===== src/rtl/branch_resolve.sv =====
// Resolves conditional branches and jumps one cycle after accept. After a taken
// result it squashes for SQUASH_CYC cycles and keeps branch/taken statistics.
module branch_resolve #(
  parameter int          DATA_W     = 32,
  parameter int          ADDR_W     = 32,
  parameter int          OFF_W      = 16,
  parameter int          SQUASH_CYC = 2,
  parameter int          CNT_W      = 16,
  parameter logic [5:0]  BRA_OPC    = 6'b10110,
  parameter logic [5:0]  JUMP_OPC   = 6'b10101
) (
  input  logic              CLK,
  input  logic              RST,
  input  logic              VALID_IN,
  input  logic              STALL,
  input  logic [5:0]        OPC,
  input  logic [2:0]        COND,
  input  logic [DATA_W-1:0] RS1,
  input  logic [DATA_W-1:0] RSVAL,
  input  logic [ADDR_W-1:0] PC,
  input  logic [OFF_W-1:0]  OFFSET,
  input  logic              CLR_CNT,
  output logic              VALID_OUT,
  output logic              TAKEN,
  output logic              NOT_TAKEN,
  output logic [ADDR_W-1:0] TARGET,
  output logic              SQUASH,
  output logic [CNT_W-1:0]  BR_CNT,
  output logic [CNT_W-1:0]  TK_CNT
);

  typedef enum logic {ST_RUN, ST_SQUASH} state_t;

  state_t              r_state, w_state_nxt;
  logic [3:0]          r_sq_cnt, w_sq_cnt_nxt;
  logic                r_valid, r_taken, r_not_taken;
  logic [ADDR_W-1:0]   r_target;
  logic [CNT_W-1:0]    r_br_cnt, r_tk_cnt;

  logic                w_is_bra, w_is_jmp, w_cond_true, w_taken, w_accept;
  logic [ADDR_W-1:0]   w_target;

  assign w_is_bra = (OPC == BRA_OPC);
  assign w_is_jmp = (OPC == JUMP_OPC);
  assign w_accept = VALID_IN && !STALL && (r_state == ST_RUN) && (w_is_bra || w_is_jmp);
  assign w_taken  = w_is_jmp || w_cond_true;
  // Size cast of a signed operand sign-extends the displacement; the add wraps.
  assign w_target = PC + ADDR_W'($signed(OFFSET));

  always_comb begin
    w_cond_true = 1'b0;
    case (COND)
      3'b000:  w_cond_true = (RS1 == RSVAL);
      3'b001:  w_cond_true = (RS1 != RSVAL);
      3'b010:  w_cond_true = ($signed(RS1) <  $signed(RSVAL));
      3'b011:  w_cond_true = ($signed(RS1) >= $signed(RSVAL));
      3'b100:  w_cond_true = (RS1 <  RSVAL);
      3'b101:  w_cond_true = (RS1 >= RSVAL);
      3'b110:  w_cond_true = 1'b1;
      default: w_cond_true = 1'b0;
    endcase
  end

  always_comb begin
    w_state_nxt  = r_state;
    w_sq_cnt_nxt = r_sq_cnt;
    if (!STALL) begin
      case (r_state)
        ST_RUN: begin
          if (w_accept && w_taken) begin
            w_state_nxt  = ST_SQUASH;
            w_sq_cnt_nxt = 4'(SQUASH_CYC);
          end
        end
        default: begin
          w_sq_cnt_nxt = r_sq_cnt - 4'd1;
          if (r_sq_cnt <= 4'd1) begin
            w_state_nxt  = ST_RUN;
            w_sq_cnt_nxt = 4'd0;
          end
        end
      endcase
    end
  end

  always_ff @(posedge CLK or posedge RST) begin
    if (RST) begin
      r_state  <= ST_RUN;
      r_sq_cnt <= 4'd0;
    end else begin
      r_state  <= w_state_nxt;
      r_sq_cnt <= w_sq_cnt_nxt;
    end
  end

  always_ff @(posedge CLK or posedge RST) begin
    if (RST) begin
      r_valid     <= 1'b0;
      r_taken     <= 1'b0;
      r_not_taken <= 1'b0;
      r_target    <= '0;
    end else if (w_accept) begin
      r_valid     <= 1'b1;
      r_taken     <= w_taken;
      r_not_taken <= !w_taken;
      r_target    <= w_target;
    end else if (!STALL) begin
      r_valid     <= 1'b0;
      r_taken     <= 1'b0;
      r_not_taken <= 1'b0;
    end
  end

  // Clear is independent of STALL and beats a same-cycle increment.
  always_ff @(posedge CLK or posedge RST) begin
    if (RST) begin
      r_br_cnt <= '0;
      r_tk_cnt <= '0;
    end else if (CLR_CNT) begin
      r_br_cnt <= '0;
      r_tk_cnt <= '0;
    end else if (w_accept) begin
      if (r_br_cnt != '1)            r_br_cnt <= r_br_cnt + CNT_W'(1);
      if (w_taken && r_tk_cnt != '1) r_tk_cnt <= r_tk_cnt + CNT_W'(1);
    end
  end

  assign VALID_OUT = r_valid;
  assign TAKEN     = r_taken;
  assign NOT_TAKEN = r_not_taken;
  assign TARGET    = r_target;
  assign SQUASH    = (r_state == ST_SQUASH);
  assign BR_CNT    = r_br_cnt;
  assign TK_CNT    = r_tk_cnt;

endmodule


===== config.mk =====
export PLATFORM = sky130hd
export DESIGN_NAME = branch_resolve
export DESIGN_NICKNAME = d
export VERILOG_FILES = /design/src/rtl/branch_resolve.sv
export SDC_FILE = /design/constraint.sdc
export NUM_CORES = 1
export LEC_CHECK = 0
export ABC_AREA = 1
export CAP_MARGIN = 20
export CORE_ASPECT_RATIO = 2
export CORE_UTILIZATION = 30
export CTS_CLUSTER_SIZE = 10
export DETAILED_ROUTE_END_ITERATION = 10
export HOLD_SLACK_MARGIN = 0.1
export PLACE_DENSITY = 0.58
export SKIP_CTS_REPAIR_TIMING = 1
export SYNTH_ARGS = -nofsm -noshare
export SYNTH_HDL_FRONTEND = slang
export SYNTH_SLANG_ARGS = --single-unit
export TNS_END_PERCENT = 50

===== constraint.sdc =====
create_clock -name CLK -period 3.3 [get_ports CLK]
set_clock_uncertainty 0.1 [all_clocks]
set_input_delay 0.66 -clock CLK [delete_from_list [all_inputs] [get_ports CLK]]
set_output_delay 0.66 -clock CLK [all_outputs]
set_load 0.01 [all_outputs]

==> results.ini, run 1 <==
[timing]
timing.final.max_slew_violations=0
setup-violations-final=0
post-route-min-period_ns=3.09
tightest_slew_ns=0.596
setup_tns_ns=0
hold_violations=0
grt_setup_unrepaired=no
period_share_pct=93.6
fmax_ghz=0.324
slew_headroom_pct=59.8

[power_and_ir_drop]
p_per_area_mw_per_mm2=355
p_sw_share_pct=32.0
vdd.ir_drop.worst_v=0.000324
p_clk_share_pct=31.7
p_sw_mw=1.01
p_comb_share_pct=34.9
p_leak_nw=4.30
internal-power_mw=2.15
pwr-share-seq_pct=33.4

[job]
drv_cap=0

[clock_tree]
cts_buffers=9
clock_latency_ns=0.34
clock_path_buffers=2
cts_root_buffer=clkbuf_16
cts_tree=built
h-tree-depth=3
cts.reportedPaths.clkPinSlew_ns=0.06
numClockSinks=72

[yosys]
postSynthCellCount=848
avgSynthCellArea_um2=7.14
synth_ff_type=dfrtp_1
synthXorXnorAreaFrac_pct=4.34
synth_compound_area_share_pct=14.3
synth-seq-cells=72
synthesis.area_mm2=0.00606
async_flop_share_pct=100
syn_nets=1042
synth_area_leaders=dfrtp_1 (30%), ha_1 (14%), nand2_1 (12%)
synth_top_area_share_pct=29.7
yosysWarnings=0
synth_edf_count=0
netlist-cell-type-count=50
ys_seq_area_share_pct=29.7
synth_mux_area_share_pct=0
synthAdderAreaFrac_pct=14.2
synth_top_family_by_area=simple AND/OR/NAND/NOR gates
synthSimpleGateAreaFrac_pct=29.1
synth_top_area_cell=dfrtp_1

[global_routing]
grt_pass1_wl_um=30400
grt_overflow_total=0
grt_max_degree=52
grt_use_total_pct=19.2
antenna_found_initial=0
grt_pass1_vias=6351

[critical_path]
crit_required_ns=3.46
end_kind=flip-flop
cp_data_arrival_time_ns=3.25
crit_type=input port to flip-flop
crit_path_max_fanout=3
start_kind=input port

[finish]
stdcell_count=1351
multi_input_area_mm2=0.00375
n_antenna_cell=0
drive_gt1_share_pct=8.45
layout_common_cells=nand2_1 (200), clkdlybuf4s50_1 (193), inv_1 (108), nor2_1 (79), dfrtp_1 (72)
nNetsFinal=1278
final_common_cell=nand2_1
fillerInstances=2090
utilization_pct=44.9
seqCellArea_mm2=0.00180
area_delta_synth_final_pct=47.0

[routing]
vias=6373
wl_per_cell_um=14.4
ant_nets=0
routed_wl_um=19500
firstDrtPassIters=4
first_iter_violations=181
via_per_inst=4.72
drc=0

[floorplanning]
die_area_mm2=0.0208
core_mm2=0.0198
fp.dieW_um=102
die_h_um=203
start_util_pct=30.6
io_pins=194
rows=73

[placement]
dpl.hpwl_um=16200
io_buffer_count=193
place.gp.congestion=0.935
dp_cells=1335

[status]
status=finished, final reports clean

[hold_path]
hp-class=flip-flop to flip-flop

==> synthesized netlist by cell type, types with 7 or more instances <==
| master | count |
|---|---|
| xor2_1 | 16 |
| a31oi_1 | 11 |
| xnor2_1 | 14 |
| nand2_1 | 200 |
| nor2_1 | 79 |
| nor3_1 | 20 |
| o21a_1 | 8 |
| inv_1 | 109 |
| nand4_1 | 11 |
| nand3_1 | 48 |
| a21oi_1 | 68 |
| o21ai_0 | 52 |
| ha_1 | 67 |
| dfrtp_1 | 72 |
| clkbuf_1 | 7 |
==> registers in the layout, summed over array words and instances (netlist names) <==
name	flops
NOT_TAKEN	1
SQUASH	1
BR_CNT	16
r_sq_cnt	4
TK_CNT	16
VALID_OUT	1
TAKEN	1
TARGET	32
==> per-stage QoR <==
stage	cell area, µm²	setup slack (ns)	power [mW]	hold WS [ns]
final	8910	0.213	3.16	0.372
after global routing	8910	0.0107	3.36	0.391
after CTS	8900	0.142	3.21	0.379
after detailed placement	8610	-0.205	2.18	0.363
after global placement	8610	-0.208	2.18	0.358
after floorplan	6060	0.661	1.60	0.407
==> worst max-delay path: stages <==
cell,delay (ns)
clkdlybuf4s50_1,0.46
ha_1,0.24
inv_1,0.08
fa_1,0.41
o21ai_2,0.18
a21oi_1,0.11
o21ai_2,0.20
a21oi_1,0.10
buf_4,0.15
o21bai_2,0.20
a21oi_1,0.12
or2_1,0.22
a31oi_1,0.12
==> power groups by stage <==
stage                     Sequential [mW]  Clock (mW)  Combinational, mW
final                                1.06        1.00               1.10
after global placement               1.07           0               1.11
after detailed placement             1.07           0               1.11
after floorplan                      1.10           0              0.506
after global routing                 1.07        1.07               1.23
after CTS                            1.06        1.04               1.12
==> worst paths after layout <==
kind / start / endpoint / slack (ns) / cells after the start
min reg2reg: VALID_OUT / VALID_OUT / 0.37 / 2
max reg2reg: TK_CNT[0] / TK_CNT[11] / 0.91 / 16
min in group asynchronous: RST / TARGET[27] / 0.57 / 2
max: OFFSET[0] / TARGET[26] / 0.21 / 13
min: VALID_OUT / VALID_OUT / 0.37 / 2
max in group asynchronous: RST / TK_CNT[6] / 1.75 / 4
==> final cells by class <==
type                       count  share of cell area, %
tap                          262                   3.68
clock inverter                 6                  0.772
timing repair buffer         237                   25.8
inverter                     114                   4.80
clock buffer                  10                   2.57
sequential                    72                   20.2
multi-input combinational    650                   42.1
==> kinds of logic after synthesis <==
family,Yosys count
simple gates,396
flops,72
buf+inv,126
compound gates,156
fa+ha+maj,68
xor+xnor,30
==> layer usage <==
layer  up-vias  share of wire [%]  GRT usage, %
li1       3269                  -             -
met1      2892                 32          16.2
met2       169                 59          40.8
met3        43                4.7          2.62
met4         0                3.7          8.72
met5         -                  0             0
Note: power is estimated with default switching activity, not from simulation.
==> inputs of run 2 (changes only) <==
==> constraint.sdc (replaced) <==
create_clock -name CLK -period 3.7 [get_ports CLK]
set_clock_uncertainty 0.1 [all_clocks]
set_input_delay 0.74 -clock CLK [delete_from_list [all_inputs] [get_ports CLK]]
set_output_delay 0.74 -clock CLK [all_outputs]
set_load 0.01 [all_outputs]
==> results.ini, run 2 (synthesized netlist as in run 1, its figures left out) <==
[finish]
largest_reg_flops=32  ; unchanged
layout_common_cells=nand2_1 (200), clkdlybuf4s50_1 (193), inv_1 (108), nor2_1 (79), dfrtp_1 (72)
drive_gt1_share_pct=5.85  ; -2.6 points
area_delta_synth_final_pct=42.9
nNetsFinal=1249  ; -2.3%
n_antenna_cell=0  ; unchanged
final_common_cell=nand2_1
utilization_pct=43.7  ; -1.3 points

[placement]
io_buffer_count=193  ; unchanged
place.gp.congestion=0.881  ; -5.8%
dpl_worst_slack_ns=0.0998  ; +0.305 ns
dpl.hpwl_um=15900  ; -2.0%

[global_routing]
grt_pass1_vias=6346  ; -0.079%
grt_overflow_total=0  ; unchanged
grt_use_total_pct=19.0  ; -0.21 points
grt_max_degree=52  ; unchanged
grt_pass1_wl_um=30200  ; -0.61%
antenna_found_initial=0  ; unchanged

[timing]
fmax_ghz=0.313
timing.final.max_slew_violations=0  ; unchanged
tightest_slew_ns=0.615  ; +0.0184 ns
period_share_pct=86.3
grt_setup_unrepaired=no
post-route-min-period_ns=3.19
setup-violations-final=0  ; unchanged
slew_headroom_pct=58.9  ; -0.87 points
worst_slack_ns=0.507  ; +0.295 ns
hold_violations=0  ; unchanged
setup_tns_ns=0  ; unchanged

[power_and_ir_drop]
p_leak_nw=4.15  ; -3.4%
p_per_area_mw_per_mm2=319  ; -10%
finalPower_mw=2.76  ; -13%
vdd.ir_drop.worst_v=0.000284  ; -12%

[clock_tree]
clock_latency_ns=0.34  ; about the same
cts.reportedPaths.clkPinSlew_ns=0.06  ; about the same
cts_root_buffer=clkbuf_16
cts_buffers=9  ; unchanged
h-tree-depth=3  ; unchanged
numClockSinks=72  ; unchanged
cts_tree=built
clock_path_buffers=2  ; unchanged

[routing]
wl_per_cell_um=14.4  ; +0.27%
first_iter_violations=197  ; +8.8%
ant_nets=0  ; unchanged
routed_wl_um=19100  ; -2.0%
vias=6261  ; -1.8%
firstDrtPassIters=4  ; unchanged
drc=0  ; unchanged
via_per_inst=4.74  ; +0.47%

[status]
status=finished, final reports clean

[floorplanning]
die_area_mm2=0.0208  ; unchanged
rows=73  ; unchanged
die_h_um=203  ; unchanged
fp.dieW_um=102  ; unchanged
io_pins=194  ; unchanged
start_util_pct=30.6  ; unchanged
core_mm2=0.0198  ; unchanged

[hold_path]
hp-class=flip-flop to flip-flop

[critical_path]
crit_path_max_fanout=17  ; +14
start_kind=input port
end_kind=flip-flop
crit_required_ns=3.83  ; +0.37 ns
cp_data_arrival_time_ns=3.32  ; +0.07 ns
crit_type=input port to flip-flop

[job]
drv_cap=0  ; unchanged

## run 2: cell count changes in the layout (fill, tap and decap cells not counted), sizes merged
cell / change
buf: -29
clkinv: -1
## run 2: path summary, 6_finish.rpt
check                          start         to  slack [ns]  cells after the start
max in group asynchronous        RST  TK_CNT[7]        2.18                      3
min                            TAKEN      TAKEN        0.38                      2
min reg2reg                    TAKEN      TAKEN        0.38                      2
min in group asynchronous        RST  BR_CNT[6]        0.70                      2
max                        RSVAL[15]  TK_CNT[7]        0.51                     18
max reg2reg                TK_CNT[0]  TK_CNT[7]        1.17                     16
## run 2: worst max-delay path, stage by stage
cell and delay (ns):
clkdlybuf4s50_1 0.45, inv_1 0.04, ha_1 0.28, nand2_1 0.07, nor2_1 0.14, nand2_1 0.10
nor3_1 0.28, nand2_1 0.15, a21oi_1 0.16, nand2_1 0.06, nor2_1 0.10, nand3_1 0.09
nand2_2 0.08, nand2_4 0.07, nand3_4 0.17, nand2_4 0.17, nand2_1 0.10, nand2_1 0.05
## run 2: stage by stage
stage                     instances  cell area (µm²)  hold slack (ns)
after floorplan                 848             6060            0.407
after global placement         1306             8360            0.358
after detailed placement       1306             8360            0.364
after CTS                      1321             8660            0.387
after global routing           1321             8660            0.412
final                          1321             8660            0.382
## run 2: final cells by class
class | instances | area (µm²)
Fill cell | 2050 | 11200
Multi-Input combinational cell | 650 | 3750
Timing Repair Buffer | 208 | 2060
Sequential cell | 72 | 1800
Inverter | 114 | 428
Tap cell | 262 | 328
Clock buffer | 10 | 239
Clock inverter | 5 | 56.3
## run 2: power by group
| part | total (mW) | switching (mW) | leakage, nW | internal [mW] |
|---|---|---|---|---|
| clock network | 0.893 | 0.356 | 0.145 | 0.537 |
| logic | 0.934 | 0.456 | 3.03 | 0.478 |
| registers | 0.938 | 0.0607 | 0.976 | 0.877 |
| total | 2.76 | 0.873 | 4.15 | 1.89 |
## run 2: per-layer routing
metal  vias to the layer above  share of wire (%)  track usage [%]
met5                         -                  0                0
met4                         0                4.1             9.90
met3                        45                4.9             2.72
met2                       184                 58             38.9
met1                      2819                 33             16.7
li1                       3213                  -                -
